===== config.mk =====
export PLATFORM = sky130hd
export DESIGN_NAME = vpu_mul_iter
export DESIGN_NICKNAME = d
export VERILOG_FILES = /design/src/rtl/vpu_mul_pkg.sv /design/src/rtl/vpu_mul_iter.sv
export SDC_FILE = /design/constraint.sdc
export NUM_CORES = 1
export LEC_CHECK = 0
export BUFFER_PORTS_ARGS = -buffer_cell sky130_fd_sc_hd__buf_2
export CAP_MARGIN = 20
export CORE_ASPECT_RATIO = 0.7
export CORE_MARGIN = 4
export CORE_UTILIZATION = 56
export CTS_BUF_LIST = sky130_fd_sc_hd__clkbuf_8
export DETAILED_ROUTE_END_ITERATION = 12
export GPL_ROUTABILITY_DRIVEN = 0
export GPL_TIMING_DRIVEN = 1
export PLACE_DENSITY = 0.76
export SYNTH_ARGS = -nofsm -noshare
export SYNTH_HDL_FRONTEND = slang
export SYNTH_SLANG_ARGS = --single-unit

===== constraint.sdc =====
create_clock -name clk -period 9.1 [get_ports clk]
set_input_delay 2.275 -clock clk [delete_from_list [all_inputs] [get_ports clk]]
set_output_delay 2.275 -clock clk [all_outputs]
set_load 0.02 [all_outputs]

===== src/rtl/vpu_mul_pkg.sv =====
// Shared types for the iterative VPU multiplier: operation encoding and FSM states.
package vpu_mul_pkg;

    typedef enum logic [1:0] {
        OP_MUL    = 2'b00,
        OP_MULH   = 2'b01,
        OP_MULHSU = 2'b10,
        OP_MULHU  = 2'b11
    } mul_op_e;

    typedef enum logic [1:0] {
        ST_IDLE = 2'b00,
        ST_BUSY = 2'b01,
        ST_DONE = 2'b10
    } mul_state_e;

    // MUL takes the signed view; its low half is identical for either interpretation.
    function automatic logic op_a_signed(input mul_op_e op);
        return op != OP_MULHU;
    endfunction

    function automatic logic op_b_signed(input mul_op_e op);
        return (op == OP_MUL) || (op == OP_MULH);
    endfunction

endpackage


===== src/rtl/vpu_mul_iter.sv =====
// Iterative sign-magnitude shift-add multiplier: one multiplier bit per cycle,
// product sign fixed up once at the end, selected half presented with valid/ready.
module vpu_mul_iter
    import vpu_mul_pkg::*;
#(
    parameter int unsigned WIDTH = 32
) (
    input  logic             clk,
    input  logic             rst_n,
    input  logic             in_valid,
    output logic             in_ready,
    input  logic [WIDTH-1:0] a,
    input  logic [WIDTH-1:0] b,
    input  logic [1:0]       op,
    output logic             out_valid,
    input  logic             out_ready,
    output logic [WIDTH-1:0] result,
    output logic             busy
);

    localparam int unsigned PW = 2 * WIDTH;
    localparam int unsigned CW = $clog2(WIDTH) + 1;

    mul_state_e       state_q, state_d;
    mul_op_e          op_q, op_d;
    logic             neg_q, neg_d;
    logic [WIDTH-1:0] mcand_q, mcand_d;
    logic [PW-1:0]    prod_q, prod_d;
    logic [CW-1:0]    cnt_q, cnt_d;
    logic             in_ready_q, out_valid_q, busy_q;
    logic [WIDTH-1:0] result_q, result_d;

    mul_op_e          op_in;
    logic             accept;
    logic             a_neg, b_neg;
    logic [WIDTH-1:0] a_mag, b_mag;
    logic [WIDTH-1:0] addend;
    logic [WIDTH:0]   sum;
    logic [PW-1:0]    shifted;

    // State register
    always_ff @(posedge clk or negedge rst_n) begin
        if (!rst_n) begin
            state_q <= ST_IDLE;
        end else begin
            state_q <= state_d;
        end
    end

    // Next state, datapath and registered-output next values
    always_comb begin
        state_d  = state_q;
        op_d     = op_q;
        neg_d    = neg_q;
        mcand_d  = mcand_q;
        prod_d   = prod_q;
        cnt_d    = cnt_q;

        op_in    = mul_op_e'(op);
        accept   = in_valid && in_ready_q;
        a_neg    = op_a_signed(op_in) && a[WIDTH-1];
        b_neg    = op_b_signed(op_in) && b[WIDTH-1];
        a_mag    = a_neg ? WIDTH'(~a + WIDTH'(1)) : a;
        b_mag    = b_neg ? WIDTH'(~b + WIDTH'(1)) : b;

        // Upper half accumulates, lower half holds the remaining multiplier bits.
        addend   = prod_q[0] ? mcand_q : '0;
        sum      = {1'b0, prod_q[PW-1:WIDTH]} + {1'b0, addend};
        shifted  = {sum, prod_q[WIDTH-1:1]};

        case (state_q)
            ST_IDLE: begin
                if (accept) begin
                    op_d    = op_in;
                    neg_d   = a_neg ^ b_neg;
                    mcand_d = a_mag;
                    cnt_d   = '0;
                    if ((a == '0) || (b == '0)) begin
                        prod_d  = '0;
                        state_d = ST_DONE;
                    end else begin
                        prod_d  = {WIDTH'(0), b_mag};
                        state_d = ST_BUSY;
                    end
                end
            end
            ST_BUSY: begin
                cnt_d = CW'(cnt_q + CW'(1));
                if (cnt_q == CW'(WIDTH - 1)) begin
                    prod_d  = neg_q ? PW'(~shifted + PW'(1)) : shifted;
                    state_d = ST_DONE;
                end else begin
                    prod_d  = shifted;
                end
            end
            ST_DONE: begin
                if (out_ready) begin
                    state_d = ST_IDLE;
                end
            end
            default: begin
                state_d = ST_IDLE;
            end
        endcase

        result_d = '0;
        if (state_d == ST_DONE) begin
            result_d = (op_d == OP_MUL) ? prod_d[WIDTH-1:0] : prod_d[PW-1:WIDTH];
        end
    end

    // Datapath and output registers
    always_ff @(posedge clk or negedge rst_n) begin
        if (!rst_n) begin
            op_q        <= OP_MUL;
            neg_q       <= 1'b0;
            mcand_q     <= '0;
            prod_q      <= '0;
            cnt_q       <= '0;
            in_ready_q  <= 1'b0;
            out_valid_q <= 1'b0;
            busy_q      <= 1'b0;
            result_q    <= '0;
        end else begin
            op_q        <= op_d;
            neg_q       <= neg_d;
            mcand_q     <= mcand_d;
            prod_q      <= prod_d;
            cnt_q       <= cnt_d;
            in_ready_q  <= (state_d == ST_IDLE);
            out_valid_q <= (state_d == ST_DONE);
            busy_q      <= (state_d != ST_IDLE);
            result_q    <= result_d;
        end
    end

    assign in_ready  = in_ready_q;
    assign out_valid = out_valid_q;
    assign busy      = busy_q;
    assign result    = result_q;

endmodule


==> results of run 1 <==
-- power by group --
group,total [mW],switching (mW),internal [mW]
sequential,1.07,0.218,0.850
combinational,1.82,1.16,0.661
clock,0.562,0.286,0.276
total,3.45,1.66,1.79
-- sequential cells by signal (all words and copies together) (netlist names) --
name / cells
prod_q: 64
mcand_q: 32
result: 32
cnt_q: 6
op_q: 2
state_q: 2
busy: 1
in_ready: 1
neg_q: 1
out_valid: 1
-- worst register-to-register path, delay by kind of cell (launching register included) --
| kind | cells | cell delay (ns) |
|---|---|---|
| DFF | 1 | 0.69 |
| adders and majority gates | 2 | 0.62 |
| xor gates and xnor gates | 2 | 0.35 |
| AOI/OAI and AO/OA | 7 | 2.49 |
| and+or+nand+nor | 3 | 1.07 |
-- logic make-up after synthesis --
logic type      count (synthesis)
compound gates                403
flops                         142
simple gates                  454
xor+xnor                      134
buf+inv                       104
fa+ha+maj                      37
mux                             3
-- path summary, 6_finish.rpt --
| kind | from | endpoint | slack, ns | depth (start not counted) |
|---|---|---|---|---|
| max in group asynchronous | rst_n | prod_q[54]$_DFF_PN0_ | 6.01 | 2 |
| worst min-delay path | mcand_q[31]$_DFFE_PN0P_ | mcand_q[31]$_DFFE_PN0P_ | 0.48 | 2 |
| min in group asynchronous | rst_n | prod_q[2]$_DFF_PN0_ | 1.85 | 1 |
| worst min register to register | mcand_q[31]$_DFFE_PN0P_ | mcand_q[31]$_DFFE_PN0P_ | 0.48 | 2 |
| worst max-delay path | b[9] | result[19]$_DFF_PN0_ | 3.03 | 10 |
| worst max register to register | prod_q[0]$_DFF_PN0_ | result[23]$_DFF_PN0_ | 3.84 | 14 |
-- cell type report --
cell class                 count  share of cell area [%]
multi-input combinational   1031                    56.5
sequential                   142                    30.9
timing repair buffer         118                    5.44
tap                          236                    2.56
clock buffer                  17                    2.03
clock inverter                15                    1.63
inverter                      29                   0.945
-- synthesized netlist by cell type (3+ instances only) --
| cell | instances |
|---|---|
| sky130_fd_sc_hd__a211oi_1 | 12 |
| sky130_fd_sc_hd__a21o_1 | 11 |
| sky130_fd_sc_hd__a21oi_1 | 101 |
| sky130_fd_sc_hd__a22o_1 | 8 |
| sky130_fd_sc_hd__a22oi_1 | 25 |
| sky130_fd_sc_hd__a31o_2 | 4 |
| sky130_fd_sc_hd__a31oi_1 | 22 |
| sky130_fd_sc_hd__a41oi_1 | 3 |
| sky130_fd_sc_hd__and2_1 | 42 |
| sky130_fd_sc_hd__and3_1 | 6 |
| sky130_fd_sc_hd__and4_1 | 3 |
| sky130_fd_sc_hd__buf_2 | 3 |
| sky130_fd_sc_hd__clkbuf_1 | 70 |
| sky130_fd_sc_hd__dfrtp_1 | 142 |
| sky130_fd_sc_hd__ha_1 | 36 |
| sky130_fd_sc_hd__inv_1 | 29 |
| sky130_fd_sc_hd__mux2i_1 | 3 |
| sky130_fd_sc_hd__nand2_1 | 153 |
| sky130_fd_sc_hd__nand2b_1 | 9 |
| sky130_fd_sc_hd__nand3_1 | 15 |
| sky130_fd_sc_hd__nand3b_1 | 6 |
| sky130_fd_sc_hd__nand4_1 | 15 |
| sky130_fd_sc_hd__nor2_1 | 98 |
| sky130_fd_sc_hd__nor2b_1 | 5 |
| sky130_fd_sc_hd__nor3_1 | 43 |
| sky130_fd_sc_hd__nor4_1 | 14 |
| sky130_fd_sc_hd__o211a_1 | 4 |
| sky130_fd_sc_hd__o211ai_1 | 5 |
| sky130_fd_sc_hd__o21a_1 | 6 |
| sky130_fd_sc_hd__o21ai_0 | 121 |
| sky130_fd_sc_hd__o21ai_1 | 5 |
| sky130_fd_sc_hd__o21ba_2 | 5 |
| sky130_fd_sc_hd__o221ai_1 | 12 |
| sky130_fd_sc_hd__o31a_1 | 3 |
| sky130_fd_sc_hd__o31ai_1 | 21 |
| sky130_fd_sc_hd__o41ai_1 | 9 |
| sky130_fd_sc_hd__or2_2 | 5 |
| sky130_fd_sc_hd__or3_1 | 10 |
| sky130_fd_sc_hd__or4_1 | 9 |
| sky130_fd_sc_hd__xnor2_1 | 92 |
| sky130_fd_sc_hd__xor2_1 | 42 |
-- per-layer routing --
metal	global-route usage, %	vias to the layer above	share of wire, %
li1	-	4737	-
met1	41.8	4751	44
met2	43.9	469	44
met3	6.15	66	9.3
met4	11.3	0	2.8
met5	0	-	0
==> summary by stage, run 1 <==
STA
At the pin with the least slew margin, the transition time is 1.08 ns. The worst-case hold slack is 0.476 ns. The final worst slack is 3.03 ns. Timing would allow up to 165 MHz. The count of final hold-check violations is 0. The final critical-path required period is 6.07 ns. The setup TNS after final layout is 0 ns. Setup repair after global routing left no endpoint under its margin. Setup violations remaining at the end of the flow were counted as 0. The fraction of the cycle the final worst path needs is 66.7%.

The count of final max-slew check failures is 0. Between clock sinks in the finished design, the worst skew comes to 0.0165 ns. The max-slew headroom at the worst pin is 27.4%.

GRT
Summed over all layers, the global routing overflow is 0. The global-route wire length before repair is 48.8 mm. Across every metal layer, demand over resource in global routing totals 29.3%. The number of global-route vias before repair was 9450. The maximum number of pins on one net before global-route repair is 91.

The initial antenna violation count is 0.

Setup path
For this run, the slowest stage of the critical path takes 0.84 ns. The signal on the critical path passes through buf_2 -> or4_1 -> nor4_1 -> nand2_1 -> nor3_1 -> a2bb2o_1 -> nand2b_1 -> o221ai_1 -> o21ai_0 -> o21ba_2. Data arrives at the worst endpoint at 6.43 ns. The critical path buffer and inverter count is 1. The startpoint type of the worst setup path is a primary input. The critical-path maximum fanout is 19.

The library cell contributing the largest single delay on the critical path is sky130_fd_sc_hd__nor4_1. At the worst endpoint, the required time is 9.47 ns. The type of the setup path with the least slack is in2reg. The largest delay contributor family on the critical path is simple AND/OR/NAND/NOR gates. STA classifies the critical path endpoint as a flip-flop.

Synth
The post-synthesis area per instance is 8.19 sq um. The xor and xnor area share after synthesis is 11.2%. The area share of fa/ha/maj cells after synthesis is 4.50%. The largest area contributor in the synthesized netlist is sky130_fd_sc_hd__dfrtp_1. After synthesis, the largest family of logic cells by area is compound AO/OA/AOI/OAI gates. The instance count of the mapped netlist is 1277.

Of all flip-flops after synthesis, the portion carrying an async set or reset was 100%. The simple-gate portion of the synthesized area is 21.7%. Of the synthesized area, sequential elements account for 34.0%. In this run, synthesis produced a sequential element count of 142. Summed over its instances, the top area cell type makes up 34.0% of the synthesized netlist area. The number of synthesis warnings is 0.

The fraction of synthesized area in multiplexers is 0.287%. Summing the areas of all compound-gate instances in the mapped netlist gives 24.4% of the synthesized area. After synthesis the cells add up to 10500 sq um. Counting flops with a built-in enable in the synthesized netlist gives 0.

The post-synthesis cell type count is 79. The number of nets handed over by synthesis was 1384. The commonest register cell after synthesis is sky130_fd_sc_hd__dfrtp_1.

Ranked by total cell area, the synthesized netlist is headed by sky130_fd_sc_hd__dfrtp_1 (34%), sky130_fd_sc_hd__xnor2_1 (7.7%), sky130_fd_sc_hd__o21ai_0 (5.8%).

Floorplanning
The area of the die is 21000 sq um. The die height is 122 microns. The die span in x is 171 microns. The total area inside the core boundary comes to 18200 sq um. After floorplanning, the core was divided into 41 placement rows.

105 I/O pins were placed. For this configuration, the core starts out at a cell density of 57.6%.

Placed design
The worst slack at placement is 2.86 ns. The instance area at placement is 11100 sq um. The detailed placer's ending HPWL is 22.4 mm. The number of placed instances, taps included, is 1555. The count of buffers added on input and output ports is 104.

Cells and area
The growth of design area from synthesis to finish is 10.1%. The final design instance area without fill is 11500 sq um. Once layout is complete, the cells apart from fillers number 1588.

For this run, the post-layout net count is 1446. The top cell types in the final layout, fill and taps aside, are sky130_fd_sc_hd__nand2_1 (153), sky130_fd_sc_hd__dfrtp_1 (142), sky130_fd_sc_hd__o21ai_0 (121). The most common cell after layout, fill and taps aside is sky130_fd_sc_hd__nand2_1. Summing all multi-input logic gate instances after layout gives 6510 sq um. The combined flip-flop and latch cell area is 3550 sq um. The layout filler cell count is 1620.

The final core area utilization is 63.4%. The antenna diode count is 0. In the final layout, the share of cells above drive strength 1 is 13.8%.

Status
The run finished with clean final reports.

Routing
In this run, the number of DRC markers left after iteration 0 of detailed routing was 1014. For this block, the via count after detailed routing is 10.0k. Once detail routing completed, the nets flagged for antenna violations numbered 0. The via-per-instance ratio is 6.31. The average wire length per cell after detail routing is 19.3 microns.

The total wire length is 30.6 mm. In the routed design, unresolved DRC markers number 0. The number of detailed-route iterations in the first pass is 5.

CTS
The clock passes through at most 2 buffers. The clock network latency to the later pin of the worst-skew pair is 0.48 ns. The number of post-CTS setup repair buffers is 0.

Clock tree synthesis found a total of 142 sinks. The number of CTS-inserted buffers is 17. The post-cts repair resize count is 0. The clock edge transition at the registers on the reported setup and hold paths is 0.09 ns.

CTS placed an instance of sky130_fd_sc_hd__clkbuf_8 at the clock tree root. After clock tree synthesis, the flow added hold-fix buffers numbering 0. TritonCTS built the clock tree. The number of levels the H-tree was split into is 4.

Min path
The worst hold path belongs to the class reg2reg.

Power
Dividing total power by cell area gives a power density of 300 nW/um^2. The leakage power summed over all cells is 5.15 nW. Total power for the finished layout comes to 3.45 mW. The maximum ir drop on the vdd rail is 0.000341 V.

Flow run
The number of max-cap violations is 0.
Note: power is estimated with default switching activity, not from simulation.
==> run 2, diff against run 1 <==
PLACE_DENSITY = 0.79   (was 0.76)
clock period = 5.5 ns   (was 9.1 ns; I/O delays follow)
==> run 2 against run 1 <==
Critical path type is now reg2reg. Clock skew grew 0.0018 ns. Register-to-register slack worse by 3.1 ns. Non-clock buffer count is 8 higher. Core utilization grew 0.30 points. Worst hold slack worse by 0.0039 ns. Critical path depth increased by 4. Sequential power is 64% higher. Sequential share of layout area decreased by 0.15 points. Combinational power grew 66%. Routed wire length fell by 3.5%. Final cell count increased by 0.44%.
==> summary by stage, run 2 (synthesis results as in run 1) <==
STA
The setup TNS after final layout came to 0 ns (unchanged). The max-slew headroom at the worst pin is 21.7% (-5.7 points). The count of final max-slew check failures came to 0 (unchanged).

The count of final hold-check violations came to 0 (unchanged). The fraction of the cycle the final worst path needs is 86.6%. Based on the critical path, the design can be clocked at up to 210 MHz. The worst setup skew after layout is 0.0183 ns (+0.00184 ns). For the finished layout, the period the worst path requires is 4.76 ns.

The actual transition at the worst max-transition pin came to 1.17 ns (+0.0848 ns). The number of setup violations in the final report came to 0 (unchanged). Setup repair after global routing left no endpoint under its margin.

Setup path
The worst flop-to-flop path endpoint is result[29]$_DFF_PN0_. The type of element capturing the critical path is a flip-flop. The reg-to-reg startpoint is prod_q[0]$_DFF_PN0_. The type of the setup path with the least slack is reg2reg. The number of stages on the worst setup path is 14 (+4).

The arrival time at the worst endpoint is 5.14 ns (-1.29 ns). Among cell families on the critical path, the largest total delay comes from compound AO/OA/AOI/OAI gates. The critical-path maximum fanout was 31 (+12). The critical path buffer and inverter count is 1 (unchanged). STA classifies the critical path startpoint as a flip-flop. The worst path required time is 5.88 ns (-3.59 ns).

Traced cell by cell, the critical path runs through buf_4 -> and2_1 -> fa_1 -> a21o_1 -> a221oi_1 -> o21ai_0 -> xor2_1 -> a2111oi_2 -> nand4_1 -> nand4b_2 -> o41ai_1 -> xnor2_1 -> nand2_1 -> a31oi_1. The critical path starts at prod_q[0]$_DFF_PN0_. The minimum setup slack among reg-to-reg paths is 0.74 ns (-3.10 ns).

The peak per-stage delay on the critical path is 0.54 ns (-0.30 ns). The depth of the worst register-to-register path is 14 (unchanged). The capturing instance or port of the critical path is result[29]$_DFF_PN0_.

The library cell contributing the largest single delay on the critical path is sky130_fd_sc_hd__o41ai_1.

Min path
In this run the worst hold path is classified as reg2reg.

Power
The power per unit of standard cell area is 489 nW/um^2 (+63%). The maximum ir drop on the vdd rail is 0.000399 V (+17%). The leakage power summed over all cells is 5.19 nW (+0.75%).

Cells and area
The most common cell after layout, fill and taps aside is sky130_fd_sc_hd__nand2_1. The ratio of cells with drive above 1 in the final layout is 14.3% (+0.52 points). The combined flip-flop and latch cell area is 3550 sq um (unchanged). The growth of design area from synthesis to finish is 10.7%. The top cell types in the final layout, fill and taps aside, are sky130_fd_sc_hd__nand2_1 (153), sky130_fd_sc_hd__dfrtp_1 (142), sky130_fd_sc_hd__o21ai_0 (121). Ranked by flip-flop count, first place goes to prod_q. The multi-input logic area is 6510 sq um (unchanged).

The flip-flop count of the largest register after layout is 64 (unchanged). The layout filler cell count was 1589 (-1.9%). The antenna diode count is 0 (unchanged). The final net count is 1454 (+0.55%).

The final core area utilization came to 63.7% (+0.30 points).

Floorplanning
The effective utilization at floorplan is 57.6% (unchanged). The die span in x was 171 microns (unchanged). The area of the die is 21000 sq um (unchanged). The count of pins on the block boundary came to 105 (unchanged). The area of the core was 18200 sq um (unchanged).

The die height was 122 microns (unchanged). The number of rows in the core area is 41 (unchanged).

GRT
The number of global-route vias before repair is 9109 (-3.6%). The initial antenna violation count is 0 (unchanged). The maximum number of pins on one net before global-route repair was 106 (+16%). The overall track demand over capacity in global routing is 28.2% (-1.1 points). The overflow left after global routing was 0 (unchanged). The global-route wire length before repair is 47.2 mm (-3.2%).

CTS
The number of post-CTS setup repair buffers is 0 (unchanged). The clock edge transition at the registers on the reported setup and hold paths is 0.09 ns (about the same). The maximum count of clock buffers along a single path came to 2 (unchanged). The clock network latency to the later pin of the worst-skew pair is 0.47 ns (about the same). The cell at the root of the clock tree is sky130_fd_sc_hd__clkbuf_8.

The clock tree from TritonCTS is done. The number of hold buffers added after CTS is 0 (unchanged). The post-cts repair resize count was 0 (unchanged). The number of levels the H-tree was split into came to 4 (unchanged). The TritonCTS sink count is 142 (unchanged). The number of CTS-inserted buffers came to 17 (unchanged).

Placed design
The detailed placer's ending HPWL is 21.8 mm (-2.7%). The number of port buffers was 104 (unchanged).

Routing
The number of detailed-route iterations in the first pass is 6 (+1). The via-per-instance ratio is 6.27 (-0.73%). The DRC violation count after routing was 0 (unchanged).

The total wire length is 29.5 mm (-3.5%). The number of DRC markers after the initial detailed-route iteration is 1053 (+3.8%). The average wire length per cell after detail routing is 18.5 microns (-3.9%). The post-route antenna net violation count was 0 (unchanged). The total number of vias is 9994 (-0.29%).

Flow run
The number of max-cap violations is 0 (unchanged).

Status
The run finished with clean final reports.
[run 2: cell count changes in the layout (fill, tap and decap cells not counted), sizes merged]
cell	delta
buf	+7
bufinv	-1
clkbuf	+1
clkinv	+1
clkinvlp	-2
inv	+1
[run 2: worst min-delay path by stage]
| stage | startpoint | endpoint | slack, ns | cells past startpoint |
|---|---|---|---|---|
| floorplan | mcand_q[31]$_DFFE_PN0P_ | mcand_q[31]$_DFFE_PN0P_ | 0.43 | 2 |
| global placement | mcand_q[31]$_DFFE_PN0P_ | mcand_q[31]$_DFFE_PN0P_ | 0.45 | 2 |
| detailed placement | mcand_q[31]$_DFFE_PN0P_ | mcand_q[31]$_DFFE_PN0P_ | 0.45 | 2 |
| CTS | mcand_q[31]$_DFFE_PN0P_ | mcand_q[31]$_DFFE_PN0P_ | 0.47 | 2 |
| global route | mcand_q[2]$_DFFE_PN0P_ | mcand_q[2]$_DFFE_PN0P_ | 0.50 | 2 |
| finish | mcand_q[31]$_DFFE_PN0P_ | mcand_q[31]$_DFFE_PN0P_ | 0.47 | 2 |
[run 2: power by group]
| part | switching [mW] | internal [mW] | total (mW) | leakage [nW] |
|---|---|---|---|---|
| logic | 1.92 | 1.11 | 3.03 | 3.15 |
| registers | 0.345 | 1.41 | 1.75 | 1.84 |
| clock network | 0.464 | 0.412 | 0.875 | 0.201 |
| total | 2.73 | 2.93 | 5.66 | 5.19 |
[run 2: per-layer routing]
metal / global-route usage, % / share of wire (%)
met1: 41.4 / 45
met2: 41.2 / 43
met3: 6.44 / 9.7
met4: 8.91 / 2.3
met5: 1.45 / 0.14
[run 2: worst min-delay path, stage by stage, from the launching register on]
cell,delay (ns)
sky130_fd_sc_hd__dfrtp_1,0.34
sky130_fd_sc_hd__nand2_1,0.05
sky130_fd_sc_hd__nand2_1,0.05
[run 2: area by class of cell]
type	instances	share of cell area (%)
Multi-Input combinational cell	1031	56.3
Clock inverter	14	1.36
Inverter	29	0.941
Sequential cell	142	30.7
Timing Repair Buffer	126	6.15
Clock buffer	17	2.02
Tap cell	236	2.55
[run 2: stage by stage]
stage	power (mW)	worst slack (ns)	instance area, sq um	hold WS, ns	cells
after floorplan	3.93	1.14	10500	0.431	1277
after global placement	4.63	0.754	11100	0.446	1562
after detailed placement	4.71	0.735	11100	0.455	1562
after CTS	5.59	0.827	11500	0.475	1593
after global routing	6.07	0.426	11600	0.502	1595
final	5.66	0.739	11600	0.472	1595
